==> config.mk <==
export PLATFORM = sky130hd
export DESIGN_NAME = inbuf_feed_ctrl
export DESIGN_NICKNAME = d
export VERILOG_FILES = /design/src/rtl/inbuf_feed_ctrl.sv
export SDC_FILE = /design/constraint.sdc
export NUM_CORES = 1
export LEC_CHECK = 0
export CORE_MARGIN = 1.5
export CORE_UTILIZATION = 51
export DETAILED_ROUTE_END_ITERATION = 8
export PLACE_DENSITY = 0.83
export REMOVE_ABC_BUFFERS = 1
export SETUP_SLACK_MARGIN = 0.02
export SLEW_MARGIN = 25
export SYNTH_ARGS = -nofsm -noshare
export SYNTH_HDL_FRONTEND = slang
export SYNTH_SLANG_ARGS = --single-unit
==> constraint.sdc <==
create_clock -name clk_i -period 3.4 [get_ports clk_i]
set_clock_uncertainty 0.15 [all_clocks]
set_input_delay 0.85 -clock clk_i [delete_from_list [all_inputs] [get_ports clk_i]]
set_output_delay 0.85 -clock clk_i [all_outputs]
set_load 0.05 [all_outputs]
==> src/rtl/inbuf_feed_ctrl.sv <==
// Row input buffer feed controller for the systolic PE array.
// Per tile: clear the row buffers so they re-establish their skew padding,
// steer one loader stream into the rows in row-major order, then drain all
// rows in lock-step while the array advances, and report completion.
//
//  state | meaning
//  ------+-----------------------------------------------------------
//  IDLE  | waiting for start; bad cfg_len gives an err pulse
//  CLEAR | one cycle of buf_clr_n=0, row/col pointers reset
//  LOAD  | accept len words per row into rows 0..NROWS-1
//  RUN   | lock-step drain of len+NROWS-1 unstalled read cycles
//  FIN   | done pulse; err if any row buffer is not empty
module inbuf_feed_ctrl #(
    parameter int NROWS   = 4,
    parameter int WORDLEN = 8,
    parameter int MAXLEN  = 16,
    parameter int CNTW    = 5
) (
    input  logic               clk_i,
    input  logic               rst_i,
    input  logic               start_i,
    input  logic [CNTW-1:0]    cfg_len_i,
    output logic               busy_o,
    output logic               done_o,
    output logic               err_o,
    input  logic               in_valid_i,
    output logic               in_ready_o,
    input  logic [WORDLEN-1:0] in_data_i,
    output logic               buf_clr_n_o,
    output logic [NROWS-1:0]   buf_wr_o,
    output logic [WORDLEN-1:0] buf_din_o,
    output logic [NROWS-1:0]   buf_rd_o,
    input  logic [NROWS-1:0]   buf_empty_i,
    input  logic               arr_stall_i,
    output logic               arr_en_o
);

    localparam int              RW         = (NROWS > 1) ? $clog2(NROWS) : 1;
    localparam logic [CNTW-1:0] MAXLEN_C   = CNTW'(MAXLEN);
    localparam logic [CNTW-1:0] SKEW_C     = CNTW'(NROWS - 1);
    localparam logic [RW-1:0]   LAST_ROW_C = RW'(NROWS - 1);

    typedef enum logic [2:0] {
        IDLE  = 3'd0,
        CLEAR = 3'd1,
        LOAD  = 3'd2,
        RUN   = 3'd3,
        FIN   = 3'd4
    } state_t;

    state_t          state_q, state_d;
    logic [CNTW-1:0] len_q, len_d;
    logic [CNTW-1:0] col_q, col_d;
    logic [RW-1:0]   row_q, row_d;
    // Drain timer counts down the remaining unstalled read cycles.
    logic [CNTW-1:0] drain_q, drain_d;
    logic            err_cfg_q, err_cfg_d;
    logic            clr_n_q;

    // State, counters and registered flags; reset aborts any tile in progress.
    always_ff @(posedge clk_i or posedge rst_i) begin
        if (rst_i) begin
            state_q   <= IDLE;
            len_q     <= '0;
            col_q     <= '0;
            row_q     <= '0;
            drain_q   <= '0;
            err_cfg_q <= 1'b0;
            clr_n_q   <= 1'b0;
        end else begin
            state_q   <= state_d;
            len_q     <= len_d;
            col_q     <= col_d;
            row_q     <= row_d;
            drain_q   <= drain_d;
            err_cfg_q <= err_cfg_d;
            // Clear is registered so the buffers see a clean one-cycle pulse.
            clr_n_q   <= (state_d != CLEAR);
        end
    end

    // Next-state logic plus the per-state strobes toward loader, buffers and array.
    always_comb begin
        state_d    = state_q;
        len_d      = len_q;
        col_d      = col_q;
        row_d      = row_q;
        drain_d    = drain_q;
        err_cfg_d  = 1'b0;
        in_ready_o = 1'b0;
        buf_wr_o   = '0;
        buf_rd_o   = '0;
        arr_en_o   = 1'b0;

        case (state_q)
            IDLE: begin
                if (start_i) begin
                    if ((cfg_len_i != '0) && (cfg_len_i <= MAXLEN_C)) begin
                        len_d   = cfg_len_i;
                        state_d = CLEAR;
                    end else begin
                        err_cfg_d = 1'b1;
                    end
                end
            end

            CLEAR: begin
                col_d   = '0;
                row_d   = '0;
                state_d = LOAD;
            end

            LOAD: begin
                in_ready_o = 1'b1;
                if (in_valid_i) begin
                    buf_wr_o[row_q] = 1'b1;
                    if (col_q == len_q - 1'b1) begin
                        col_d = '0;
                        if (row_q == LAST_ROW_C) begin
                            drain_d = len_q + SKEW_C;
                            state_d = RUN;
                        end else begin
                            row_d = row_q + 1'b1;
                        end
                    end else begin
                        col_d = col_q + 1'b1;
                    end
                end
            end

            RUN: begin
                // Rows that run dry early return zeros; no per-row gating here.
                if (!arr_stall_i) begin
                    buf_rd_o = '1;
                    arr_en_o = 1'b1;
                    drain_d  = drain_q - 1'b1;
                    if (drain_q == CNTW'(1)) begin
                        state_d = FIN;
                    end
                end
            end

            FIN: begin
                state_d = IDLE;
            end

            default: begin
                state_d = IDLE;
            end
        endcase
    end

    assign busy_o      = (state_q != IDLE);
    assign done_o      = (state_q == FIN);
    assign err_o       = err_cfg_q | ((state_q == FIN) && (buf_empty_i != '1));
    assign buf_clr_n_o = clr_n_q;
    assign buf_din_o   = in_data_i;

endmodule

* Word-level counts from Yosys, hierarchy flattened *
Index checks and enable logic that the tools add are counted.

word-level totals
  register bits after elaboration = 22
  bits of input ports = 22
  output and inout bits = 22
  logic and storage cells = 74

operators by class
  $add $sub $neg = 5
  $lt $le $gt $ge = 3
  equality and inequality tests = 14
  mux-type cells = 32
  bitwise operators = 1
  reductions and logical operators = 12

operators by type and width
  cell                 number
  $mux 5               6
  $mux 3               7
  $pmux 5 s2           2
  $mux 4               4
  $pmux 3 s4           1
  $ne 2x2->1 const B   5
  $sub 5x1->5 const B  2
  $mux 1               7
  $eq 3x2->1 const B   2
  $mux 2               3
  $add 5x1->5 const B  1
  $add 5x2->5 const B  1
  $eq 5x1->1 const B   1
  $eq 5x5->1           1
  $le 5x5->1 const B   1
  $reduce_and 5->1     1
  $reduce_bool 5->1    1
  $ne 4x4->1 const B   1
  $pmux 2 s2           1
  $reduce_and 4->1     1
  $reduce_bool 2->1    2
  $eq 3x1->1 const B   1
  $eq 3x3->1 const B   1
  $logic_and 1x1->1    3
  11 further kinds     11

* Logic depth before layout (Yosys ltp) *
  depth in word-level cells = 6
  gate-level depth with buffers = 7
  depth with buffers taken out = 7

* Worst setup path after synthesis *
Ideal clock, no wire load.

  path kind = in2out
  from = input in_valid_i
  to = output buf_wr_o[3]
  arrival = 2391 ps
  required time = 2400 ps
  setup slack = 9 ps
  cell stages on the path = 4
  path buffers = 1
  cell sequence = nand3b_1 > a21o_1 > clkbuf_1 > nor3_1

between the ends
  longest elaborated chain between the ends = 2

ends and longest elaborated chain
  element      RTL line  source
  from (decl)  26        input logic in_valid_i,
  $mux 4       115       if (in_valid_i) begin
  $mux 4       95        case (state_q)
  to (decl)    30        output logic [NROWS-1:0] buf_wr_o,

Every way passes these cells.

* Worst setup path after layout *
  from = input in_valid_i
  to = output buf_wr_o[1]

The elaborated chain is that of the path after synthesis.

==> flow_summary.json <==
{
  "finalSetupViolations": 0,
  "worstSetupEndpointType": "output pin",
  "worst_hold_path_type": "flip-flop to flip-flop",
  "tritoncts_num_sinks": 22,
  "die_h_um": 58.2,
  "syn_avg_cell_area_um2": 9.02,
  "start_kind": "primary input",
  "dpl.hpwl_mm": 2.75,
  "synth_simple_gate_area_share_pct": 21.2,
  "worst_skew_pair.late_latency_ps": 320,
  "drive_above_1_share_pct": 14.2,
  "core_region_area_mm2": 0.00283,
  "number_of_levels_in_the_clock_h_tree": 1,
  "fin_total_pwr_w": 0.00186,
  "worst-setup-path-type": "primary input to output pin",
  "cells_taking_the_most_area_after_synthesis": "dfrtp_1 35%, ha_1 6.5%, buf_4 5.8%, mux2_2 3.6%, nor2_1 3.6%",
  "worstHoldStart": "state_q[2]",
  "worst_slew_margin_rel_pct": 44.3,
  "wl_met2_mm": 1.92,
  "ff_latch_area_um2": 551,
  "worstPathArrival_ps": 2220,
  "drcViolationCount": 2,
  "row_count": 19,
  "drv.max_cap_violation_count": 0,
  "yosys.cell_types.count": 42,
  "dr_total_vias": 1330,
  "cts_made_buffers": 3,
  "syn_inst": 172,
  "synth_top_cells_by_count": "22 x dfrtp_1, 15 x nor2_1, 12 x buf_4, 12 x nand2_1, 11 x inv_1",
  "num-nets-final": 221,
  "final_min_period_over_clock_period_pct": 94.6,
  "synth_top_flop_cell": "dfrtp_1",
  "n_antenna_cell": 0,
  "share_of_synthesized_area_occupied_by_flip_flops_and_latches_pct": 35.5,
  "grt_util_all_layers_pct": 24.0,
  "complex_gate_fraction_of_the_synthesized_area_pct": 15.7,
  "number_of_synthesized_register_bits": 22,
  "path_max_fanout": 5,
  "placement.io_buffers": 27,
  "synth_edf_count": 0,
  "peakVddDrop_uv": 551,
  "final_report_hold_violation_count": 0,
  "synth_top_family_by_area": "simple AND/OR/NAND/NOR gates",
  "worst_r2r_startpoint": "len_q[0]",
  "cp_data_required_time_ps": 2400,
  "grt_pass1_vias": 1403,
  "multi_input_area_um2": 846,
  "antenna_left": 0,
  "uppermost_routed_layer": "met4",
  "fp.dieArea_mm2": 0.00338,
  "post-synth-top-area-fraction_pct": 35.5,
  "gp_congestion": 0.848,
  "antenna_violations_before_repair": 0,
  "grt_start_max_net_pins": 23,
  "chipWidth_um": 58.2,
  "global_route_wire_length_before_repair_mm": 6.21,
  "detail_route.iter0.violations": 41,
  "syn_to_final_growth_pct": 23.0,
  "final_routed_wirelength_mm": 3.61,
  "grt.overflow.total": 0,
  "yosysTopAreaCell": "dfrtp_1",
  "synthXorXnorAreaFrac_pct": 6.85,
  "synth.area.mux_share_pct": 4.27,
  "ys.warnings.count": 0,
  "wl_met1_mm": 1.34,
  "routedWlPerCell_um": 16.4,
  "tritoncts_clock_tree": "built",
  "fillers": 210,
  "via_density_per_instance": 6.02,
  "cts.repair_timing.setup_buffer_count": 0,
  "cts_root_buffer": "clkbuf_4",
  "worst-slew-pin-transition_ps": 835,
  "failed_checks": "DRC",
  "utilization_pct": 67.4,
  "timing.critical_path.from": "in_valid_i",
  "async_flop_share_pct": 100,
  "power.static_leakage_nw": 0.823,
  "drt-pass1-iter-count": 6,
  "floorplan.initialDensity_pct": 54.8,
  "outcome": "finished, violations left",
  "clock_tree.buffer_depth": 2,
  "max_freq_mhz": 311,
  "final_period_minus_worst_setup_slack_ps": 3220,
  "adder_cell_share_of_the_synthesized_area_pct": 6.45,
  "floorplan.io_pins": 44,
  "maxSlewViolCount": 0,
  "setup_total_negative_slack_ps": 0,
  "grt_setup_unrepaired": "false",
  "mappedNetlistArea_mm2": 0.00155,
  "clk_transition_reported_paths_ps": 120,
  "p_per_area_mw_per_mm2": 975,
  "synthMostInstantiatedCell": "dfrtp_1",
  "detailroute.wirelength.met3_um": 239
}
sequential cells by signal (all words and copies together), names as in the netlist:
signal	flops
err_cfg_q	1
len_q	5
state_q	3
col_q	5
drain_q	5
buf_clr_n_o	1
row_q	2
cell families after synthesis:
family	Yosys count
multiplexers	6
AO/OA/AOI/OAI	35
adder cells (fa/ha/maj)	8
XOR/XNOR	10
AND/OR/NAND/NOR	64
flip-flops	22
buffers and inverters	27
report_power, final:
part	switching [W]	internal [W]
combinational	0.000654	0.000483
clock	0.0000828	0.000119
sequential	0.000157	0.000364
total	0.000893	0.000967
critical path, stage by stage:
cell and delay, ps:
clkdlybuf4s50_1 480, nand3b_1 80, a21o_1 200, nor2_1 230
and2_1 230, buf_12 150
per-layer routing:
metal  vias to the layer above  GRT usage (%)
met5                         -              0
met4                         0           13.0
met3                        15           6.25
met2                        63           41.6
met1                       626           26.7
li1                        626              -
through the flow:
stage               worst slack, ps  cell area, um^2  cells  hold slack, ps
CTS                             129             1910    221             398
finish                          182             1910    221             404
global placement                246             1850    217             354
detailed placement              189             1850    217             377
global route                    106             1910    221             435
floorplan                     -1500             1440    157             322
final timing paths:
| kind | endpoint | slack (ps) | depth (start not counted) |
|---|---|---|---|
| max | buf_wr_o[1] | 180 | 6 |
| max reg2reg | drain_q[1] | 970 | 7 |
| min | state_q[1] | 400 | 1 |
| max in group asynchronous | col_q[4] | 1750 | 2 |
| min reg2reg | state_q[1] | 400 | 1 |
| min in group asynchronous | drain_q[2] | 830 | 2 |
timing repair:
| item | in CTS | in global routing |
|---|---|---|
| setup endpoints to repair | 0 | 1 |
| hold buffers | 0 | 0 |
| gates resized for setup | 0 | 1 |
area by class of cell:
type,count,share of cell area (%)
multi-input combinational,123,44.3
clock buffer,3,1.18
clock inverter,1,1.57
sequential,22,28.9
tap,31,2.03
inverter,12,2.36
timing repair buffer,29,19.7
cell usage in the layout (no fill, tap or decap), types with 2 or more instances in the layout:
cell type,n
nand3b_1,5
dfrtp_1,22
and2_1,5
clkdlybuf4s50_1,16
a221o_1,2
ha_1,8
a21oi_1,6
inv_1,11
clkbuf_4,3
nand3_1,6
xor2_1,3
o22ai_1,2
mux2_2,5
nand2b_1,4
buf_12,9
nand2_1,12
a22o_1,3
nand4_1,2
xnor2_1,6
nor2_1,15
a21o_1,3
nor3_1,9
o21ai_0,10
buf_4,3
(Power assumes the default switching activity.)
